===== src/rtl/mult_sequencer_pkg.sv =====
// Shared types for the iterative shift-add multiplier sequencer.
package mult_sequencer_pkg;

  typedef enum logic [1:0] {
    IDLE = 2'd0,
    MULT = 2'd1,
    NEG  = 2'd2,
    DONE = 2'd3
  } mult_state_t;

endpackage


===== src/rtl/mult_sequencer.sv =====
// Radix-2 shift-add multiplier for MUL/MULH/MULHSU/MULHU; holds the execute
// stage through stall until the selected product half is ready.
module mult_sequencer
  import mult_sequencer_pkg::*;
#(
  parameter int WIDTH      = 32,
  parameter int EARLY_ZERO = 1
) (
  input  logic             CLK,
  input  logic             nRST,
  input  logic             start,
  input  logic             kill,
  input  logic             signed_a,
  input  logic             signed_b,
  input  logic             half,
  input  logic [WIDTH-1:0] a,
  input  logic [WIDTH-1:0] b,
  output logic             stall,
  output logic             busy,
  output logic             done,
  output logic [WIDTH-1:0] result
);

  localparam int ACC_W = 2 * WIDTH;
  localparam int CNT_W = (WIDTH > 1) ? $clog2(WIDTH) : 1;

  // Two's-complement magnitude; the most negative value maps to 2^(WIDTH-1)
  // which still fits unsigned in WIDTH bits.
  function automatic logic [WIDTH-1:0] magnitude(input logic [WIDTH-1:0] v,
                                                 input logic             is_signed);
    return (is_signed && v[WIDTH-1]) ? (~v + WIDTH'(1)) : v;
  endfunction

  mult_state_t      state_q,  state_d;
  logic [WIDTH-1:0] mcand_q,  mcand_d;
  logic [WIDTH-1:0] mplier_q, mplier_d;
  logic [ACC_W-1:0] acc_q,    acc_d;
  logic [CNT_W-1:0] count_q,  count_d;
  logic             neg_q,    neg_d;
  logic             half_q,   half_d;
  logic             busy_q,   busy_d;
  logic             done_q,   done_d;
  logic [WIDTH-1:0] result_q, result_d;

  logic             a_neg;
  logic             b_neg;
  logic             zero_op;
  logic [ACC_W-1:0] addend;
  logic [ACC_W-1:0] acc_final;

  assign a_neg   = signed_a & a[WIDTH-1];
  assign b_neg   = signed_b & b[WIDTH-1];
  assign zero_op = (a == '0) || (b == '0);
  assign addend  = {{WIDTH{1'b0}}, mcand_q} << count_q;

  always_comb begin
    // NOTE: every _d starts from its hold value so no branch can infer a latch.
    state_d   = state_q;
    mcand_d   = mcand_q;
    mplier_d  = mplier_q;
    acc_d     = acc_q;
    count_d   = count_q;
    neg_d     = neg_q;
    half_d    = half_q;
    busy_d    = 1'b0;
    done_d    = 1'b0;
    result_d  = result_q;
    acc_final = neg_q ? (~acc_q + ACC_W'(1)) : acc_q;

    case (state_q)
      IDLE: begin
        if (start && !kill) begin
          mcand_d  = magnitude(a, signed_a);
          mplier_d = magnitude(b, signed_b);
          neg_d    = a_neg ^ b_neg;
          half_d   = half;
          acc_d    = '0;
          count_d  = '0;
          if ((EARLY_ZERO != 0) && zero_op) begin
            // Product is zero regardless of signs, so skip straight to DONE.
            neg_d    = 1'b0;
            state_d  = DONE;
            done_d   = 1'b1;
            result_d = '0;
          end else begin
            state_d = MULT;
            busy_d  = 1'b1;
          end
        end
      end

      MULT: begin
        if (kill) begin
          state_d = IDLE;
        end else begin
          if (mplier_q[0]) begin
            acc_d = acc_q + addend;
          end
          mplier_d = mplier_q >> 1;
          count_d  = count_q + CNT_W'(1);
          busy_d   = 1'b1;
          if (count_q == CNT_W'(WIDTH - 1)) begin
            state_d = NEG;
          end
        end
      end

      NEG: begin
        if (kill) begin
          state_d = IDLE;
        end else begin
          acc_d    = acc_final;
          state_d  = DONE;
          done_d   = 1'b1;
          result_d = half_q ? acc_final[ACC_W-1:WIDTH] : acc_final[WIDTH-1:0];
        end
      end

      DONE: begin
        // The pipeline owns discarding a killed result, so DONE always completes.
        state_d = IDLE;
      end

      default: begin
        state_d = IDLE;
      end
    endcase
  end

  always_ff @(posedge CLK or negedge nRST) begin
    if (!nRST) begin
      state_q  <= IDLE;
      mcand_q  <= '0;
      mplier_q <= '0;
      acc_q    <= '0;
      count_q  <= '0;
      neg_q    <= 1'b0;
      half_q   <= 1'b0;
      busy_q   <= 1'b0;
      done_q   <= 1'b0;
      result_q <= '0;
    end else begin
      // NOTE: non-blocking updates so every flop samples pre-edge values.
      state_q  <= state_d;
      mcand_q  <= mcand_d;
      mplier_q <= mplier_d;
      acc_q    <= acc_d;
      count_q  <= count_d;
      neg_q    <= neg_d;
      half_q   <= half_d;
      busy_q   <= busy_d;
      done_q   <= done_d;
      result_q <= result_d;
    end
  end

  assign stall  = (start & ~kill & (state_q == IDLE)) | (state_q == MULT) | (state_q == NEG);
  assign busy   = busy_q;
  assign done   = done_q;
  assign result = result_q;

endmodule


===== config.mk =====
export PLATFORM = sky130hd
export DESIGN_NAME = mult_sequencer
export DESIGN_NICKNAME = d
export VERILOG_FILES = /design/src/rtl/mult_sequencer_pkg.sv /design/src/rtl/mult_sequencer.sv
export SDC_FILE = /design/constraint.sdc
export NUM_CORES = 1
export LEC_CHECK = 0
export CAP_MARGIN = 25
export CORE_UTILIZATION = 59
export CTS_CLUSTER_SIZE = 40
export DETAILED_ROUTE_END_ITERATION = 8
export GPL_TIMING_DRIVEN = 0
export PLACE_DENSITY = 0.79
export SLEW_MARGIN = 20
export SYNTH_ARGS = -nofsm -noshare
export SYNTH_HDL_FRONTEND = slang
export SYNTH_SLANG_ARGS = --single-unit

===== constraint.sdc =====
create_clock -name CLK -period 14.8 [get_ports CLK]
set_input_delay 2.96 -clock CLK [delete_from_list [all_inputs] [get_ports CLK]]
set_output_delay 2.96 -clock CLK [all_outputs]
set_load 0.01 [all_outputs]

Word-level counts from Yosys, hierarchy flattened
Index checks and enable logic that the tools add are counted.
{ "classes": {"addsub": 5, "eq_ne": 10, "shift": 1, "mux": 33, "n_bitwise": 11, "n_reduce_logical": 16} }
{ "op_table": {"columns": ["op", "n"], "rows": [
  ["64-bit two-way mux", 5],
  ["32-bit two-way mux", 8],
  ["64-bit case mux with 3 select lines", 1],
  ["32-bit case mux with 2 select lines", 2],
  ["32-bit by 1-bit adder with 32-bit output (second input constant)", 2],
  ["64-bit by 1-bit adder with 64-bit output (second input constant)", 1],
  ["64-bit adder", 1],
  ["32-bit zero test", 2],
  ["32-bit NOT", 2],
  ["64-bit NOT", 1],
  ["32-bit by 5-bit << shifter with 64-bit output", 1],
  ["2-bit two-way mux", 5],
  ["5-bit two-way mux", 2],
  ["2-bit inequality test (second input constant)", 5],
  ["5-bit case mux with 2 select lines", 1],
  ["2-bit case mux with 4 select lines", 1],
  ["1-bit two-way mux", 6],
  ["5-bit by 1-bit adder with 5-bit output (second input constant)", 1],
  ["5-bit equality test (second input constant)", 1],
  ["5-bit AND reduction", 1],
  ["1-bit bitwise AND", 4],
  ["2-bit equality test (second input constant)", 2],
  ["1-bit case mux with 2 select lines", 2],
  ["2-bit AND reduction", 2],
  ["13 further kinds", 17]
]} }
{ "word_totals": {"reg_bits": 171, "inputBits": 71, "output_inout_bits": 35, "wordCells": 86} }

Depth between registers and ports, before layout
{ "depth": {"word_depth": 6, "mapped_depth": 21, "mapped_depth_nobuf": 18} }

Worst setup path after synthesis
OpenSTA, ideal clock, no wires.
{ "synth_timing": {"kind": "input port to output port", "from": "input kill", "to": "output stall", "arrival_ns": 4.080, "required_ns": 11.840, "setup_slack_ns": 7.760, "cell_stages": 5, "n_path_buf": 3, "path_cell_list": "clkbuf_1 nand3b_1 clkbuf_1 clkbuf_1 nand2_1"} }
{ "synth_between": {"elab_chain_cells": 5} }
{ "synth_lines": {"columns": ["item", "line", "text"], "rows": [
  ["from (decl)", "mult_sequencer.sv:12", "input logic kill,"],
  ["1-bit NOT", "mult_sequencer.sv:157", "assign stall = (start & ~kill & (state_q == IDLE)) | (state_q == MULT) | (state_q == NEG);"],
  ["1-bit bitwise AND (2 in a row)", "mult_sequencer.sv:157", null],
  ["1-bit OR (2 in a row)", "mult_sequencer.sv:157", null],
  ["to (decl)", "mult_sequencer.sv:18", "output logic stall,"]
]} }
No other way between the ends.

Worst setup path in the final report
{ "layout_timing": {"from": "input start", "to": "output stall"} }
{ "layout_between": {"elab_chain_cells": 4} }
{ "layout_lines": {"columns": ["item", "line", "text"], "rows": [
  ["from (decl)", "mult_sequencer.sv:11", "input logic start,"],
  ["1-bit bitwise AND (2 in a row)", "mult_sequencer.sv:157", null],
  ["1-bit OR (2 in a row)", "mult_sequencer.sv:157", null]
]} }
No other way between the ends.

==> results summary <==
The flow ran to the end, and the final reports show no timing, DRC or antenna violations. The antenna diode count is 0. The first global-routing pass estimated just over 90000 um of wire. The tree built by TritonCTS fans out to 171 sinks. Of all nets on the critical path, the largest fanout is 10. Dividing total power by cell area gives a power density of about 250 nW/um^2.

Among cell families on the critical path, the largest total delay comes from buffers and inverters. In the synthesized netlist the async set-or-reset flop fraction comes to 100.0%. The number of top-level pins came out at around 110. The number of port buffers came out at between 100 and 150.

The number of buffers inserted for hold repair after clock tree synthesis is 0. The buffer depth of the longest clock path is 2. From synthesis to final layout, the design area changed by 13.14%.

The net count of the mapped netlist is 2254. The number of standard cells after synthesis is 2110. The total DRC errors in the routed layout came out at 0. The leakage power came out at around 7.9 nW.

For the worst flop-to-flop path, the logic depth is 20. Traced cell by cell, the critical path runs through clkdlybuf4s50_1, nand3b_1, clkbuf_1, clkbuf_1, nand2_1, clkdlybuf4s50_1. The worst register-to-register path ends at acc_q[59].

The register bit count reported by yosys came out at 171. The average footprint of a synthesized cell came out at 7.683 um^2. The floorplan core area came out at approximately 27000 um^2. The setup path with the least slack is of type input port to output port. Leaving out fill and tap cells, the most frequent cell in the layout is sky130_fd_sc_hd__nand2_1.

The element type at the critical path start is an input port. Counting I/O delays and the setup requirement, the final critical path takes 8.487 ns. The floorplan step set the die width to 167.8 um. The starting density of the core is 60.15%. The number of cell rows came out at 60. Setup violations remaining at the end of the flow were counted as 0. The required time at the endpoint of the critical path came out at 11.84 ns. The total placed instance area is ~18000 um^2. The final max-slew violation count was 0. The register cell area after layout came out at ~4300 um^2. The clock latency on the worst-skew pair is 0.46 ns. At the pin with the least slew margin, the transition time is around 1.1 ns. The remaining antenna violation count came out at 0.

The number of cells in the design after placement is 2556. The wire length reported by the detailed router came out at just under 60000 um. The post-route netlist has approximately 4.5% of its cells at a drive strength greater than 1. At the end of the flow, the number of nets in the layout was 2378. Summing all multi-input logic gate instances after layout gives 11290 um^2.

The number of buffers added by the clock tree synthesis step is 17. The pin count of the biggest net entering global routing is about 100. The number of hold violations in the final report came out at 0. The via count of the first global-routing pass is 16320.

Summing all non-filler instances in the final layout gives an area of between 15000 and 20000 um^2. Global routing finished with a remaining overflow of 0. Routability-driven placement finished with a final weighted congestion of 1.057. The worst hold path terminates at mplier_q[1]. The HPWL after detailed placement is ~47000 um. In the layout the commonest cells are 298 x sky130_fd_sc_hd__nand2_1, 207 x sky130_fd_sc_hd__o21ai_0, 195 x sky130_fd_sc_hd__a21oi_1, 180 x sky130_fd_sc_hd__nor2_1, 171 x sky130_fd_sc_hd__dfrtp_1. Adding up every negative setup slack in the final design gives 0 ns. In this run the cell area of the synthesized design comes to 16210 um^2.

The path class of the tightest hold or removal check is register to register. The largest stage delay on the critical path came out at 0.59 ns. The number of post-CTS setup repair buffers is 0. TritonCTS built the clock tree. The sequential fraction of the synthesis area came out at 26.39%. The number of vias per cell after detailed routing is around 6.7. The worst setup path is captured at an output port. The layout has 2213 filler cells.

The ratio of final minimum period to clock period is 57.35%. After the flow finishes, the layout carries non-filler instances totaling 2585. The startpoint identified for the worst hold timing path is mplier_q[1]. Across the routed clock network, the largest skew measured is 0.01655 ns. For this run, the leading register cell type out of synthesis is sky130_fd_sc_hd__dfrtp_1.

The maximum ir drop on the vdd rail is 0.0002421 V. After clock tree synthesis, the clock-pin slew on the worst setup and hold paths is 0.06 ns. The initial antenna violation count is 0. The data arrival time of the worst path came out at 5.53 ns. Among all stages on the critical path, the largest delay is contributed by sky130_fd_sc_hd__clkbuf_1. The worst register-to-register path begins at count_q[0]. The max-capacitance violation count is 0. CTS placed an instance of sky130_fd_sc_hd__clkbuf_16 at the clock tree root. Yosys printed 0 warnings. In this run the vertical extent of the chip is 167.8 um. The tightest slew margin relative to the limit is between 20% and 30%. The slack of the worst reg-to-reg path came out at 7.57 ns. The final route contains 17330 vias.

The worst slack on hold paths is 0.4805 ns. Post-CTS repair changed the size of 0 cells. Derived from the worst setup path, the maximum achievable clock frequency is 117.8 MHz. The total number of H-tree levels is 4.

The first-pass iteration count of the detailed router is 7. The number of enable flip-flop cells after synthesis is 0. In the final routed layout, each cell accounts on average for 22.61 um. In this run, distinct cell masters in the synthesized netlist total 84. Setup repair after global routing left no endpoint under its margin. The combined global-route utilization of all metal layers is 41.82%. The number of DRC markers in iteration 0 is between 1500 and 2000.

The die covers 28150 um^2. The worst hold path passes through 2 cells. The number of buffer and inverter stages on the critical path came out at 4.
[metrics by stage]
step | power (mW) | util (%) | setup slack [ns]
2_1_floorplan | 2.942 | - | 7.760
3_3_place_gp | 3.844 | 65.60 | 3.835
3_5_place_dp | 3.905 | 65.72 | 6.420
4_1_cts | 4.407 | 68.05 | 6.402
5_1_grt | 4.781 | 68.06 | 6.223
6_report | 4.550 | 68.06 | 6.313
[Yosys cell counts, types with 14 or more instances]
| library cell | number | area, um^2 |
|---|---|---|
| sky130_fd_sc_hd__xor2_1 | 86 | 753.2 |
| sky130_fd_sc_hd__a211oi_1 | 18 | 135.1 |
| sky130_fd_sc_hd__clkbuf_1 | 123 | 461.7 |
| sky130_fd_sc_hd__nand3_1 | 39 | 195.2 |
| sky130_fd_sc_hd__xnor2_1 | 75 | 656.9 |
| sky130_fd_sc_hd__o31ai_1 | 27 | 202.7 |
| sky130_fd_sc_hd__nor2b_1 | 16 | 100.1 |
| sky130_fd_sc_hd__nor2_1 | 180 | 675.7 |
| sky130_fd_sc_hd__o221ai_1 | 18 | 157.7 |
| sky130_fd_sc_hd__inv_1 | 30 | 112.6 |
| sky130_fd_sc_hd__o21ai_1 | 20 | 100.1 |
| sky130_fd_sc_hd__a31oi_1 | 18 | 112.6 |
| sky130_fd_sc_hd__a21o_1 | 44 | 330.3 |
| sky130_fd_sc_hd__or3_1 | 28 | 175.2 |
| sky130_fd_sc_hd__a22o_1 | 29 | 254.0 |
| sky130_fd_sc_hd__o22ai_1 | 19 | 118.9 |
| sky130_fd_sc_hd__o21ai_0 | 207 | 1036 |
| sky130_fd_sc_hd__nor3_1 | 56 | 280.3 |
| sky130_fd_sc_hd__and3_1 | 15 | 93.84 |
| sky130_fd_sc_hd__o21bai_1 | 15 | 112.6 |
| sky130_fd_sc_hd__dfrtp_1 | 171 | 4279 |
| sky130_fd_sc_hd__nand2_1 | 298 | 1119 |
| sky130_fd_sc_hd__mux2_2 | 19 | 214.0 |
| sky130_fd_sc_hd__mux2i_1 | 54 | 540.5 |
| sky130_fd_sc_hd__mux4_2 | 14 | 315.3 |
| sky130_fd_sc_hd__nand4_1 | 25 | 156.4 |
| sky130_fd_sc_hd__a21oi_1 | 195 | 975.9 |
| sky130_fd_sc_hd__ha_1 | 72 | 900.9 |
[power breakdown]
part / internal (mW) / switching, mW
logic: 1.12 / 2.11
clock network: 0.295 / 0.196
registers: 0.632 / 0.194
total: 2.05 / 2.50
[cells by family after synthesis]
logic type | after synthesis | share of synthesized area (%)
simple gates | 740 | 21.19
xor+xnor | 161 | 8.698
mux | 87 | 6.599
buf+inv | 169 | 3.967
flops | 171 | 26.39
fa+ha+maj | 73 | 5.680
compound gates | 709 | 27.48
[state kept, by name, summed over array words and instances, names as in the netlist]
register,count
busy,1
half_q,1
count_q,5
mcand_q,32
state_q,2
result,32
acc_q,64
neg_q,1
done,1
mplier_q,32
[routing by layer]
metal / up-vias / GRT usage (%) / share of wire, %
met1: 8113 / 51.88 / 39
met3: 215 / 8.367 / 9.6
li1: 7954 / - / -
met2: 1052 / 68.53 / 46
met5: - / 0 / 0
met4: 0 / 22.50 / 5.5
[worst max-delay path by stage]
| stage | slack (ns) | from | end | cells past startpoint |
|---|---|---|---|---|
| after floorplan | 7.76 | kill | stall | 5 |
| after global placement | 3.83 | nRST | mcand_q[6] | 1 |
| after detailed placement | 6.42 | start | stall | 6 |
| after CTS | 6.40 | start | stall | 6 |
| after global routing | 6.22 | start | stall | 6 |
| final | 6.31 | start | stall | 6 |
[cell type report]
cell class	count	area share (%)
Buffer	138	2.872
Inverter	31	0.6344
Tap cell	341	2.326
Clock inverter	9	0.8868
Multi-Input combinational cell	1770	61.56
Timing Repair Buffer	105	5.853
Clock buffer	20	2.544
Sequential cell	171	23.33
[worst min-delay path, delay by kind of cell, from the launching register on]
family	cells	cell delay (ns)
flops	1	0.34
compound gates	1	0.06
simple gates	1	0.05
(Power assumes the default switching activity.)
